File: src/rtl/sdram_test_pkg.sv
// Shared types and constants for the SDRAM pattern tester: FSM state codes,
// pattern modes and the 16-bit Fibonacci LFSR step.
package sdram_test_pkg;

  typedef enum logic [3:0] {
    ST_IDLE    = 4'd0,
    ST_WR_GAP  = 4'd1,
    ST_WR_REQ  = 4'd2,
    ST_WR_NEXT = 4'd3,
    ST_TURN    = 4'd4,
    ST_RD_REQ  = 4'd5,
    ST_RD_WAIT = 4'd6,
    ST_CMP     = 4'd7,
    ST_RD_NEXT = 4'd8,
    ST_PASS    = 4'd9,
    ST_FAIL    = 4'd10
  } state_t;

  typedef enum logic [1:0] {
    PAT_ADDR  = 2'd0,
    PAT_NADDR = 2'd1,
    PAT_WALK1 = 2'd2,
    PAT_LFSR  = 2'd3
  } mode_t;

  // x^16+x^14+x^13+x^11+1 in right-shifting Fibonacci form: feedback from bits 0,2,3,5
  localparam logic [15:0] LFSR_TAPS = 16'h002D;

  function automatic logic [15:0] lfsr_next(input logic [15:0] s);
    return {^(s & LFSR_TAPS), s[15:1]};
  endfunction

endpackage

File: src/rtl/sdram_pattern_gen.sv
// Expected-word generator shared by the write and compare paths; the LFSR
// advances once per accepted write and once per compare.
module sdram_pattern_gen
  import sdram_test_pkg::*;
#(
  parameter int          DATA_W    = 16,
  parameter int          DEPTH_W   = 16,
  parameter logic [15:0] LFSR_SEED = 16'hACE1
) (
  input  logic               iCLK,
  input  logic               iRST_n,
  input  mode_t              mode,
  input  logic [DEPTH_W-1:0] address,
  input  logic               lfsr_load,
  input  logic               lfsr_step,
  output logic [DATA_W-1:0]  expected
);

  logic [15:0]               lfsr;
  logic [DATA_W+DEPTH_W-1:0] addr_ext;

  assign addr_ext = {{DATA_W{1'b0}}, address};

  always_ff @(posedge iCLK) begin
    if (!iRST_n || lfsr_load) lfsr <= LFSR_SEED;
    else if (lfsr_step)       lfsr <= lfsr_next(lfsr);
  end

  always_comb begin
    expected = '0;
    case (mode)
      PAT_ADDR:  expected = addr_ext[DATA_W-1:0];
      PAT_NADDR: expected = ~addr_ext[DATA_W-1:0];
      PAT_WALK1: for (int i = 0; i < DATA_W; i++)
                   expected[i] = ((int'(address) % DATA_W) == i);
      // wider words replicate the 16-bit register
      PAT_LFSR:  for (int i = 0; i < DATA_W; i++)
                   expected[i] = lfsr[i % 16];
      default:   expected = '0;
    endcase
  end

endmodule

File: src/rtl/sdram_pattern_tester.sv
// Push-button SDRAM write/read-back tester: writes a pattern over the window,
// reads each word back with one read outstanding, and reports pass/fail.
module sdram_pattern_tester
  import sdram_test_pkg::*;
#(
  parameter int          ADDR_W     = 25,
  parameter int          DATA_W     = 16,
  parameter int          DEPTH_W    = 16,
  parameter int          GAP_CYCLES = 8,
  parameter int          TIMEOUT_W  = 8,
  parameter int          ERR_W      = 16,
  parameter logic [15:0] LFSR_SEED  = 16'hACE1
) (
  input  logic               iCLK,
  input  logic               iRST_n,
  input  logic               iBUTTON,
  input  logic [1:0]         iMODE,
  input  logic               iSTOP_ON_ERR,
  output logic               oWRITE,
  output logic               oREAD,
  output logic [ADDR_W-1:0]  oADDRESS,
  output logic [DATA_W-1:0]  oWRITEDATA,
  input  logic               iWAITREQUEST,
  input  logic [DATA_W-1:0]  iREADDATA,
  input  logic               iREADDATAVALID,
  output logic               oBUSY,
  output logic               oPASS,
  output logic               oFAIL,
  output logic               oCOMPLETE,
  output logic               oTIMEOUT,
  output logic [ERR_W-1:0]   oERR_COUNT,
  output logic [DEPTH_W-1:0] oFIRST_ERR_ADDR,
  output logic [3:0]         oSTATE
);

  localparam int CNT_W = (TIMEOUT_W > 8) ? TIMEOUT_W : 8;

  state_t             state, state_nx;
  logic [1:0]         btn_sync;
  logic               btn_d, trig, start;
  logic [CNT_W-1:0]   cyc;
  logic [DEPTH_W-1:0] addr;
  logic [DATA_W-1:0]  rd_data, exp_word;
  mode_t              mode_q;
  logic               stop_q, timeout_q;
  logic [ERR_W-1:0]   err_cnt;
  logic [DEPTH_W-1:0] first_err;
  logic               last_addr, mismatch, gap_done, turn_done, to_done;
  logic               lfsr_load, lfsr_step;

  assign start     = trig && (state == ST_IDLE || state == ST_PASS || state == ST_FAIL);
  assign last_addr = &addr;
  assign mismatch  = (rd_data != exp_word);
  assign gap_done  = (cyc == CNT_W'(GAP_CYCLES - 1));
  assign turn_done = (cyc == CNT_W'(1));
  assign to_done   = (cyc == CNT_W'({TIMEOUT_W{1'b1}}));

  always_ff @(posedge iCLK) begin
    if (!iRST_n) state <= ST_IDLE;
    else         state <= state_nx;
  end

  always_comb begin
    state_nx  = state;
    lfsr_load = start;
    lfsr_step = 1'b0;
    if (start) state_nx = ST_WR_GAP;
    else begin
      case (state)
        ST_WR_GAP:  if (gap_done) state_nx = ST_WR_REQ;
        ST_WR_REQ:  if (!iWAITREQUEST) begin
                      state_nx  = ST_WR_NEXT;
                      lfsr_step = 1'b1;
                    end
        ST_WR_NEXT: state_nx = last_addr ? ST_TURN : ST_WR_GAP;
        ST_TURN:    begin
                      lfsr_load = 1'b1;
                      if (turn_done) state_nx = ST_RD_REQ;
                    end
        ST_RD_REQ:  if (!iWAITREQUEST) state_nx = ST_RD_WAIT;
        ST_RD_WAIT: if (iREADDATAVALID) state_nx = ST_CMP;
                    else if (to_done)   state_nx = ST_FAIL;
        ST_CMP:     begin
                      lfsr_step = 1'b1;
                      state_nx  = (mismatch && stop_q) ? ST_FAIL : ST_RD_NEXT;
                    end
        ST_RD_NEXT: if (!last_addr)        state_nx = ST_RD_REQ;
                    else if (err_cnt == '0) state_nx = ST_PASS;
                    else                    state_nx = ST_FAIL;
        default:    state_nx = state;
      endcase
    end
  end

  always_ff @(posedge iCLK) begin
    if (!iRST_n) begin
      btn_sync  <= 2'b11;
      btn_d     <= 1'b1;
      trig      <= 1'b0;
      cyc       <= '0;
      addr      <= '0;
      rd_data   <= '0;
      mode_q    <= PAT_ADDR;
      stop_q    <= 1'b0;
      timeout_q <= 1'b0;
      err_cnt   <= '0;
      first_err <= '0;
    end else begin
      btn_sync <= {btn_sync[0], iBUTTON};
      btn_d    <= btn_sync[1];
      trig     <= btn_d & ~btn_sync[1];
      // one shared cycle counter, restarted on every state change
      cyc      <= (state_nx != state) ? '0 : cyc + 1'b1;
      if (start) begin
        addr      <= '0;
        mode_q    <= mode_t'(iMODE);
        stop_q    <= iSTOP_ON_ERR;
        timeout_q <= 1'b0;
        err_cnt   <= '0;
        first_err <= '0;
      end else begin
        case (state)
          ST_WR_NEXT, ST_RD_NEXT: addr <= last_addr ? '0 : addr + 1'b1;
          ST_RD_WAIT: if (iREADDATAVALID) rd_data   <= iREADDATA;
                      else if (to_done)   timeout_q <= 1'b1;
          ST_CMP: if (mismatch) begin
                    if (err_cnt == '0) first_err <= addr;
                    if (err_cnt != '1) err_cnt   <= err_cnt + 1'b1;
                  end
          default: ;
        endcase
      end
    end
  end

  sdram_pattern_gen #(
    .DATA_W    (DATA_W),
    .DEPTH_W   (DEPTH_W),
    .LFSR_SEED (LFSR_SEED)
  ) u_gen (
    .iCLK      (iCLK),
    .iRST_n    (iRST_n),
    .mode      (mode_q),
    .address   (addr),
    .lfsr_load (lfsr_load),
    .lfsr_step (lfsr_step),
    .expected  (exp_word)
  );

  assign oWRITE          = (state == ST_WR_REQ);
  assign oREAD           = (state == ST_RD_REQ);
  assign oADDRESS        = ADDR_W'(addr);
  assign oWRITEDATA      = exp_word;
  assign oBUSY           = !(state == ST_IDLE || state == ST_PASS || state == ST_FAIL);
  assign oPASS           = (state == ST_PASS);
  assign oFAIL           = (state == ST_FAIL);
  assign oCOMPLETE       = oPASS | oFAIL;
  assign oTIMEOUT        = timeout_q;
  assign oERR_COUNT      = err_cnt;
  assign oFIRST_ERR_ADDR = first_err;
  assign oSTATE          = state;

endmodule

File: config.mk
export PLATFORM = sky130hd
export DESIGN_NAME = sdram_pattern_tester
export DESIGN_NICKNAME = d
export VERILOG_FILES = /design/src/rtl/sdram_test_pkg.sv /design/src/rtl/sdram_pattern_gen.sv /design/src/rtl/sdram_pattern_tester.sv
export SDC_FILE = /design/constraint.sdc
export NUM_CORES = 1
export LEC_CHECK = 0
export BUFFER_PORTS_ARGS = -buffer_cell sky130_fd_sc_hd__buf_2
export CORE_MARGIN = 4
export CORE_UTILIZATION = 25
export DETAILED_ROUTE_END_ITERATION = 10
export PLACE_DENSITY = 0.43
export SYNTH_ARGS = -nofsm -noshare
export SYNTH_HDL_FRONTEND = slang
export SYNTH_HIERARCHICAL = 1
export SYNTH_SLANG_ARGS = --single-unit
export TNS_END_PERCENT = 20
File: constraint.sdc
create_clock -name iCLK -period 8.4 [get_ports iCLK]
set_clock_uncertainty 0.15 [all_clocks]
set_input_delay 1.68 -clock iCLK [delete_from_list [all_inputs] [get_ports iCLK]]
set_output_delay 1.68 -clock iCLK [all_outputs]
set_load 0.02 [all_outputs]
* Yosys cells after proc, flatten, opt, wreduce, memory -nomap -nowiden
Index checks and enable logic that the tools add are counted.
Word-level totals: register bits after elaboration 100, input bits 24, output and inout bits 84, word-level logic and storage cells 96
Operators by class: $add $sub $neg 3, eq/ne operators 34, multiplexer cells 19, bitwise operators 7, reductions and logical operators 20
Operator list (count):
- one-hot mux 16 bit (4 select lines) | 1
- equality test 4 bit (second input constant) | 11
- adder 16 x 1 -> 16 bit (second input constant) | 2
- equality test 4 x 3 -> 1 bit (second input constant) | 8
- zero test 32 bit | 1
- 2-to-1 mux 4 bit | 8
- one-hot mux 4 bit (8 select lines) | 1
- equality test 4 x 2 -> 1 bit (second input constant) | 4
- zero test 16 bit | 1
- 2-to-1 mux 16 bit | 1
- != test 16 bit | 1
- != test 16 bit (second input constant) | 1
- NOT 16 bit | 1
- AND reduction 16 bit | 1
- parity 16 bit | 1
- AND reduction 3 bit | 4
- adder 8 x 1 -> 8 bit (second input constant) | 1
- equality test 4 x 1 -> 1 bit (second input constant) | 2
- equality test 8 x 1 -> 1 bit (second input constant) | 1
- equality test 8 x 3 -> 1 bit (second input constant) | 1
- equality test 8 bit (second input constant) | 1
- OR reduction 2 bit | 3
- equality test 2 bit (second input constant) | 2
- zero test 4 bit | 1
- 13 further kinds | 24

* Longest topological paths before layout
Gate-level depths: netlist of the first run.
depth in word-level cells 9, gate-level depth with buffers 12, depth with buffers taken out 9

* By module
The synthesis of the first run kept the hierarchy.
By module, submodules not included:
- sdram_pattern_tester | times used 1, cells an instance 519, area each 4171.5 µm², seq. area each 1681.6 µm²
- sdram_pattern_gen | times used 1, cells an instance 152, area each 1183.6 µm², seq. area each 320.3 µm²

* Worst setup path after synthesis of the first run
No wires, ideal clock.
kind in2reg, start input iREADDATAVALID, end register cyc[2], library setup time 0.139 ns, data arrival time 2.910 ns, data required time 8.111 ns, setup slack 5.201 ns, stages 5, path buffers 0, path through nor4b_1 nor4_1 o41a_1 o211ai_1 nor3_1
On the way: cells in the longest elaborated chain, start to end 5
RTL lines:
- start: declaration | line sdram_pattern_tester.sv:25 | input logic iREADDATAVALID,
- 2-to-1 mux 4 bit | line sdram_pattern_tester.sv:81 | ST_RD_WAIT: if (iREADDATAVALID) state_nx = ST_CMP;
- one-hot mux 4 bit (8 select lines) | line sdram_pattern_tester.sv:69 | case (state)
- 2-to-1 mux 4 bit | line sdram_pattern_tester.sv:67 | if (start) state_nx = ST_WR_GAP;
- != test 4 bit | line sdram_pattern_tester.sv:113 | cyc <= (state_nx != state) ? '0 : cyc + 1'b1;
- OR reduction 2 bit (no line)
- end signal: assignment | line sdram_pattern_tester.sv:113
- end: declaration | line sdram_pattern_tester.sv:41 | logic [CNT_W-1:0] cyc;
No other way between the ends. A chain may end at the register's enable or synchronous reset.

* Final worst setup path of the first run
start register mode_q[1], end output oWRITEDATA[13]
On the way: cells in the longest elaborated chain, start to end 2, elaborated cells between the ends (all ways) 5, those cells by class 3 x eq/ne; 1 x mux; 1 x reduce/logical
RTL lines:
- start: declaration | line sdram_pattern_tester.sv:44 | mode_t mode_q;
- start signal: assignment | line sdram_pattern_tester.sv:116 | mode_q <= mode_t'(iMODE);
- equality test 2 bit, or another cell as far along | line sdram_pattern_gen.sv:31 | case (mode)
- one-hot mux 16 bit (4 select lines) * | line sdram_pattern_gen.sv:31
- end: declaration | line sdram_pattern_tester.sv:22 | output logic [DATA_W-1:0] oWRITEDATA,
Mark *: on every way between the ends. The rest lies on a longest branch, timed or not.

==> results of run 1 <==
worst max-delay path, cell delays in order (launching register included):
cell and delay [ps]:
dfxtp_1 970, and4b_1 410, a32oi_1 60, o21ai_0 260
buf_2 280
area by class of cell:
| cell class | count | area (sq um) | share of cell area, % |
|---|---|---|---|
| Clock buffer | 11 | 233 | 3.67 |
| Clock inverter | 5 | 62.6 | 0.986 |
| Inverter | 13 | 48.8 | 0.769 |
| Multi-Input combinational cell | 521 | 3120 | 49.3 |
| Sequential cell | 100 | 2000 | 31.6 |
| Tap cell | 275 | 344 | 5.43 |
| Timing Repair Buffer | 103 | 528 | 8.33 |
sequential cells by signal (all words and copies together), names as in the netlist:
register / cells
oTIMEOUT: 1
u_gen/lfsr: 16
addr: 16
mode_q: 2
cyc: 8
oERR_COUNT: 16
stop_q: 1
rd_data: 16
btn_sync: 2
oFIRST_ERR_ADDR: 16
btn_d: 1
trig: 1
oSTATE: 4
cell families after synthesis:
group,Yosys count,share of synthesized area [%]
fa+ha+maj,5,1.17
xor+xnor,42,6.87
buf+inv,58,5.09
other cells,1,0.0700
mux,36,6.73
compound gates,108,12.8
simple gates,321,29.9
flops,100,37.4
report_power, final:
part	switching (uW)	total [uW]	leakage, uW	internal (uW)
Combinational	241	374	0.00155	132
Sequential	45.9	544	0.000808	498
Clock	193	426	0.000136	233
layer usage:
| metal | track usage (%) | wire length [um] | up-vias |
|---|---|---|---|
| met5 | 0 | 0 | - |
| met4 | 2.65 | 133 | 0 |
| met3 | 4.14 | 1010 | 7 |
| met1 | 19.0 | 7960 | 2193 |
| li1 | - | - | 2469 |
| met2 | 19.2 | 6570 | 111 |
worst paths after layout:
check	depth (start not counted)	end	from
hold reg to reg	2	trig	btn_d
setup / recovery	4	oWRITEDATA[13]	mode_q[1]
hold / removal	2	trig	btn_d
setup reg to reg	9	oERR_COUNT[10]	mode_q[1]
through the flow:
stage / hold WS (ps) / util [%] / worst slack, ps / std cells
5_1_grt: 286 / 30.2 / 4000 / 1028
3_5_place_dp: 249 / 28.8 / 4470 / 1012
4_1_cts: 266 / 30.2 / 4210 / 1028
2_1_floorplan: 236 / - / 5200 / 679
3_3_place_gp: 246 / 28.8 / 4560 / 1012
6_report: 259 / 30.2 / 4230 / 1028
cells in the final DEF, fill, tap and decap left out, drive strengths merged, types with 9 or more instances in the layout:
master    n
xnor2    17
nor2b    26
nand2    98
o31a     12
conb      9
clkbuf   11
a21oi    35
mux2i    36
nand3    27
buf     103
xor2     25
inv      13
o21ai    31
nand2b   18
or3      11
nand4    11
nor2     69
dfxtp   100
nor3     20
==> results.toml, run 1 <==
[placed_design]
gp_congestion = 0.754
place_area_sq_um = 6050
hpwl_mm = 11.6
port_buffers = 98

[global_route]
grt_pass1_wl_mm = 25.2
antenna_found_initial = 0
grt.overflow.total = 0
grt_pass1_vias = 4508
grt_max_degree = 41
grt.total_usage_pct = 13.1

[clocking]
clockBufferDepth = 2
numCtsBuffers = 9
cts_tree = "done"
clk_pin_slew_ps = 70
cts_root_buffer = "clkbuf_16"
ctsResizeCount = 0
post-cts-setup-buffer-count = 0
clock-sinks = 100
holdBufCountCts = 0
htreeDepth = 3
clk-insertion-delay-late_ps = 360

[layout]
final_nets = 777
drive_gt1_share_pct = 17.0
final.fill_count = 2303
design_area_sq_um = 6340
area_delta_synth_final_pct = 18.4
antenna_cells = 0

[yosys]
synth_common_cells = "dfxtp_1, nand2_1, nor2_1"
synth_edf_count = 0
syn_inst = 671
synth.top_cell.area_share_pct = 37.4
netlist_top_cells_area = "dfxtp_1, nand2_1, mux2i_1, nor2_1, xor2_1"
yosys_register_bits = 100
avgSynthCellArea_sq_um = 7.98
async_reset_ff_share_pct = 0
netlist_area_sq_um = 5360
synth.distinct_cells = 57
yosys_warnings = 6
synth_most_common_cell = "dfxtp_1"
synth_top_cell_by_area = "dfxtp_1"
synth.yosys.seq_area_share_pct = 37.4
ys.flop_type = "dfxtp_1"

[route]
drc = 0
wirelength_mm = 15.7
wire_per_inst_um = 15.3
drt_first_pass_iters = 5
via_per_inst = 4.65
antenna_left = 0
drtIter0Drc = 296
routed-via-count = 4780

[critical_path]
worst-r2r-setup-slack_ps = 4500
path_class = "reg -> out"
crit_path_start_kind = "register"
cp.required_ps = 6570
cp_max_fo = 37
cp.arrival_ps = 2340
cp-end-kind = "output pin"

[floorplan]
initial_utilization_pct = 25.5
die_w_um = 154
rows = 53
coreArea_sq_um = 21000
io_pins = 108
die_h_um = 154
die-area_sq_um = 23800

[sta]
max_freq_mhz = 240
final.min_clock_period_ps = 4170
hold_viol = 0
setup_violations = 0
rsz0062_at_grt = "no"
slew_headroom_pct = 26.6
period_share_pct = 49.7
tns_ps = 0
maxSlewViolCount = 0
tightest_slew_ps = 1100

[power]
ir_drop_mv = 0.0902
total_power_uw = 1340
leakage_uw = 0.00250
power_density_nw_per_um2 = 212

[min_path]
hp-class = "reg -> reg"

[job]
max_cap_viol_count = 0

[status]
status = "finished clean"
Note: power is estimated with default switching activity, not from simulation.
==> run 2: changes to the inputs <==
PLACE_DENSITY = 0.44   (was 0.43)
clock period = 3.6 ns   (was 8.4 ns; I/O delays follow)
==> results.toml, run 2 (same netlist as run 1, synthesis figures left out) <==
[status]
status = "finished clean"

[global_route]
grt.total_usage_pct = 13.3
grt_pass1_vias = 4640
grt.overflow.total = 0
grt_pass1_wl_mm = 25.5
grt_max_degree = 40
antenna_found_initial = 0

[power]
leakage_uw = 0.00260
swShare_pct = 35.3
power_density_nw_per_um2 = 482
ir_drop_mv = 0.223
p_comb_share_pct = 28.8
pwr-share-clk_pct = 30.8
total_power_uw = 3120
p_int_uw = 2020
p_switching_uw = 1100
p_seq_share_pct = 40.5

[sta]
tns_ps = 0
slew_headroom_pct = 44.0
final.min_clock_period_ps = 3090
period_share_pct = 85.9
max_freq_mhz = 323
setup_violations = 0
rsz0062_at_grt = "no"
tightest_slew_ps = 828
maxSlewViolCount = 0
hold_viol = 0

[placed_design]
port_buffers = 98
gp_congestion = 0.807
hpwl_mm = 12.1

[critical_path]
cp_slowest_stage_delay_ps = 450
cp-end-kind = "register"
reg2regPathDepth = 11
cpMostUsedCell = "buf_4"
cp.arrival_ps = 3160
cp.depth = 11
cp_max_fo = 16
cp_num_buf_inv = 2
crit_path_start_kind = "register"
worstPathCellList = "buf_4 > or3b_1 > nor2_1 > o31a_1 > xor2_1 > nor4_1 > nand4_1 > nand2_1 > nor2_2 > buf_4 > mux2i_1"
cp.required_ps = 3670
path_class = "reg -> reg"
crit_path_top_delay_cell = "dfxtp_1"
path_delay_family = "simple AND/OR/NAND/NOR gates"

[route]
drc = 0
drtIter0Drc = 256
drt_first_pass_iters = 4
antenna_left = 0
via_per_inst = 4.60
routed-via-count = 4807
wirelength_mm = 15.8
wire_per_inst_um = 15.2

[layout]
final_cell_mix = "dfxtp_1, nand2_1, buf_2, nor2_1, mux2i_1"
drive_gt1_share_pct = 19.2
fin_util_pct = 30.8
antenna_cells = 0
area_delta_synth_final_pct = 21.0
final_nets = 797
layout_commonest_cell = "dfxtp_1"

[floorplan]
die_w_um = 154
io_pins = 108
die-area_sq_um = 23800
initial_utilization_pct = 25.5
die_h_um = 154
coreArea_sq_um = 21000
rows = 53

[clocking]
ctsResizeCount = 0
post-cts-setup-buffer-count = 0
cts_root_buffer = "clkbuf_16"
holdBufCountCts = 0
numCtsBuffers = 9
clk-insertion-delay-late_ps = 350
clk_pin_slew_ps = 70
clockBufferDepth = 2
cts_tree = "done"
clock-sinks = 100
htreeDepth = 3

[min_path]
whs_path_depth = 1
hp-class = "reg -> reg"

[job]
max_cap_viol_count = 0
==> run 2: layer usage <==
metal,up-vias,global-route usage (%),part of all wire (%)
met4,0,3.57,1.3
met5,-,0,0
li1,2506,-,-
met2,100,20.2,43
met3,14,3.67,5.5
met1,2187,18.6,51
==> run 2: metrics by stage <==
step / cells / worst slack, ps / hold WS, ps / cell area [sq um]
finish: 1046 / 509 / 268 / 6480
detailed placement: 1032 / 485 / 248 / 6200
global route: 1046 / 152 / 286 / 6480
floorplan: 679 / 577 / 236 / 5390
CTS: 1046 / 478 / 265 / 6480
global placement: 1032 / 509 / 246 / 6200
==> run 2: area by class of cell <==
cell class              count  area [sq um]
fillers                  2306         14500
multi-input cells         521          3120
flip-flops and latches    100          2000
repair buffers            123           678
well taps                 275           344
clock buffers               9           225
clock inverters             5          55.1
inverters                  13          48.8
==> run 2: power by group through the flow <==
stage                     Clock, uW  Combinational [uW]  Sequential, uW
final                           960                 899            1260
after global routing           1020                1010            1280
after CTS                       994                 913            1260
after detailed placement          0                 910            1290
after global placement            0                 915            1290
after floorplan                   0                 675            1250
==> run 2: path summary, 6_finish.rpt <==
path	to	slack, ps	start
worst max-delay path	oFIRST_ERR_ADDR[9]	510	mode_q[1]
worst min-delay path	btn_sync[1]	270	btn_sync[0]
worst max register to register	oFIRST_ERR_ADDR[9]	510	mode_q[1]
worst min register to register	btn_sync[1]	270	btn_sync[0]
==> run 2: worst register-to-register path, stage by stage (launching register included) <==
cell and delay [ps]:
dfxtp_1 450, buf_4 210, or3b_1 430, nor2_1 130, o31a_1 210, xor2_1 80, nor4_1 290, nand4_1 340
nand2_1 260, nor2_2 40, buf_4 230, mux2i_1 160
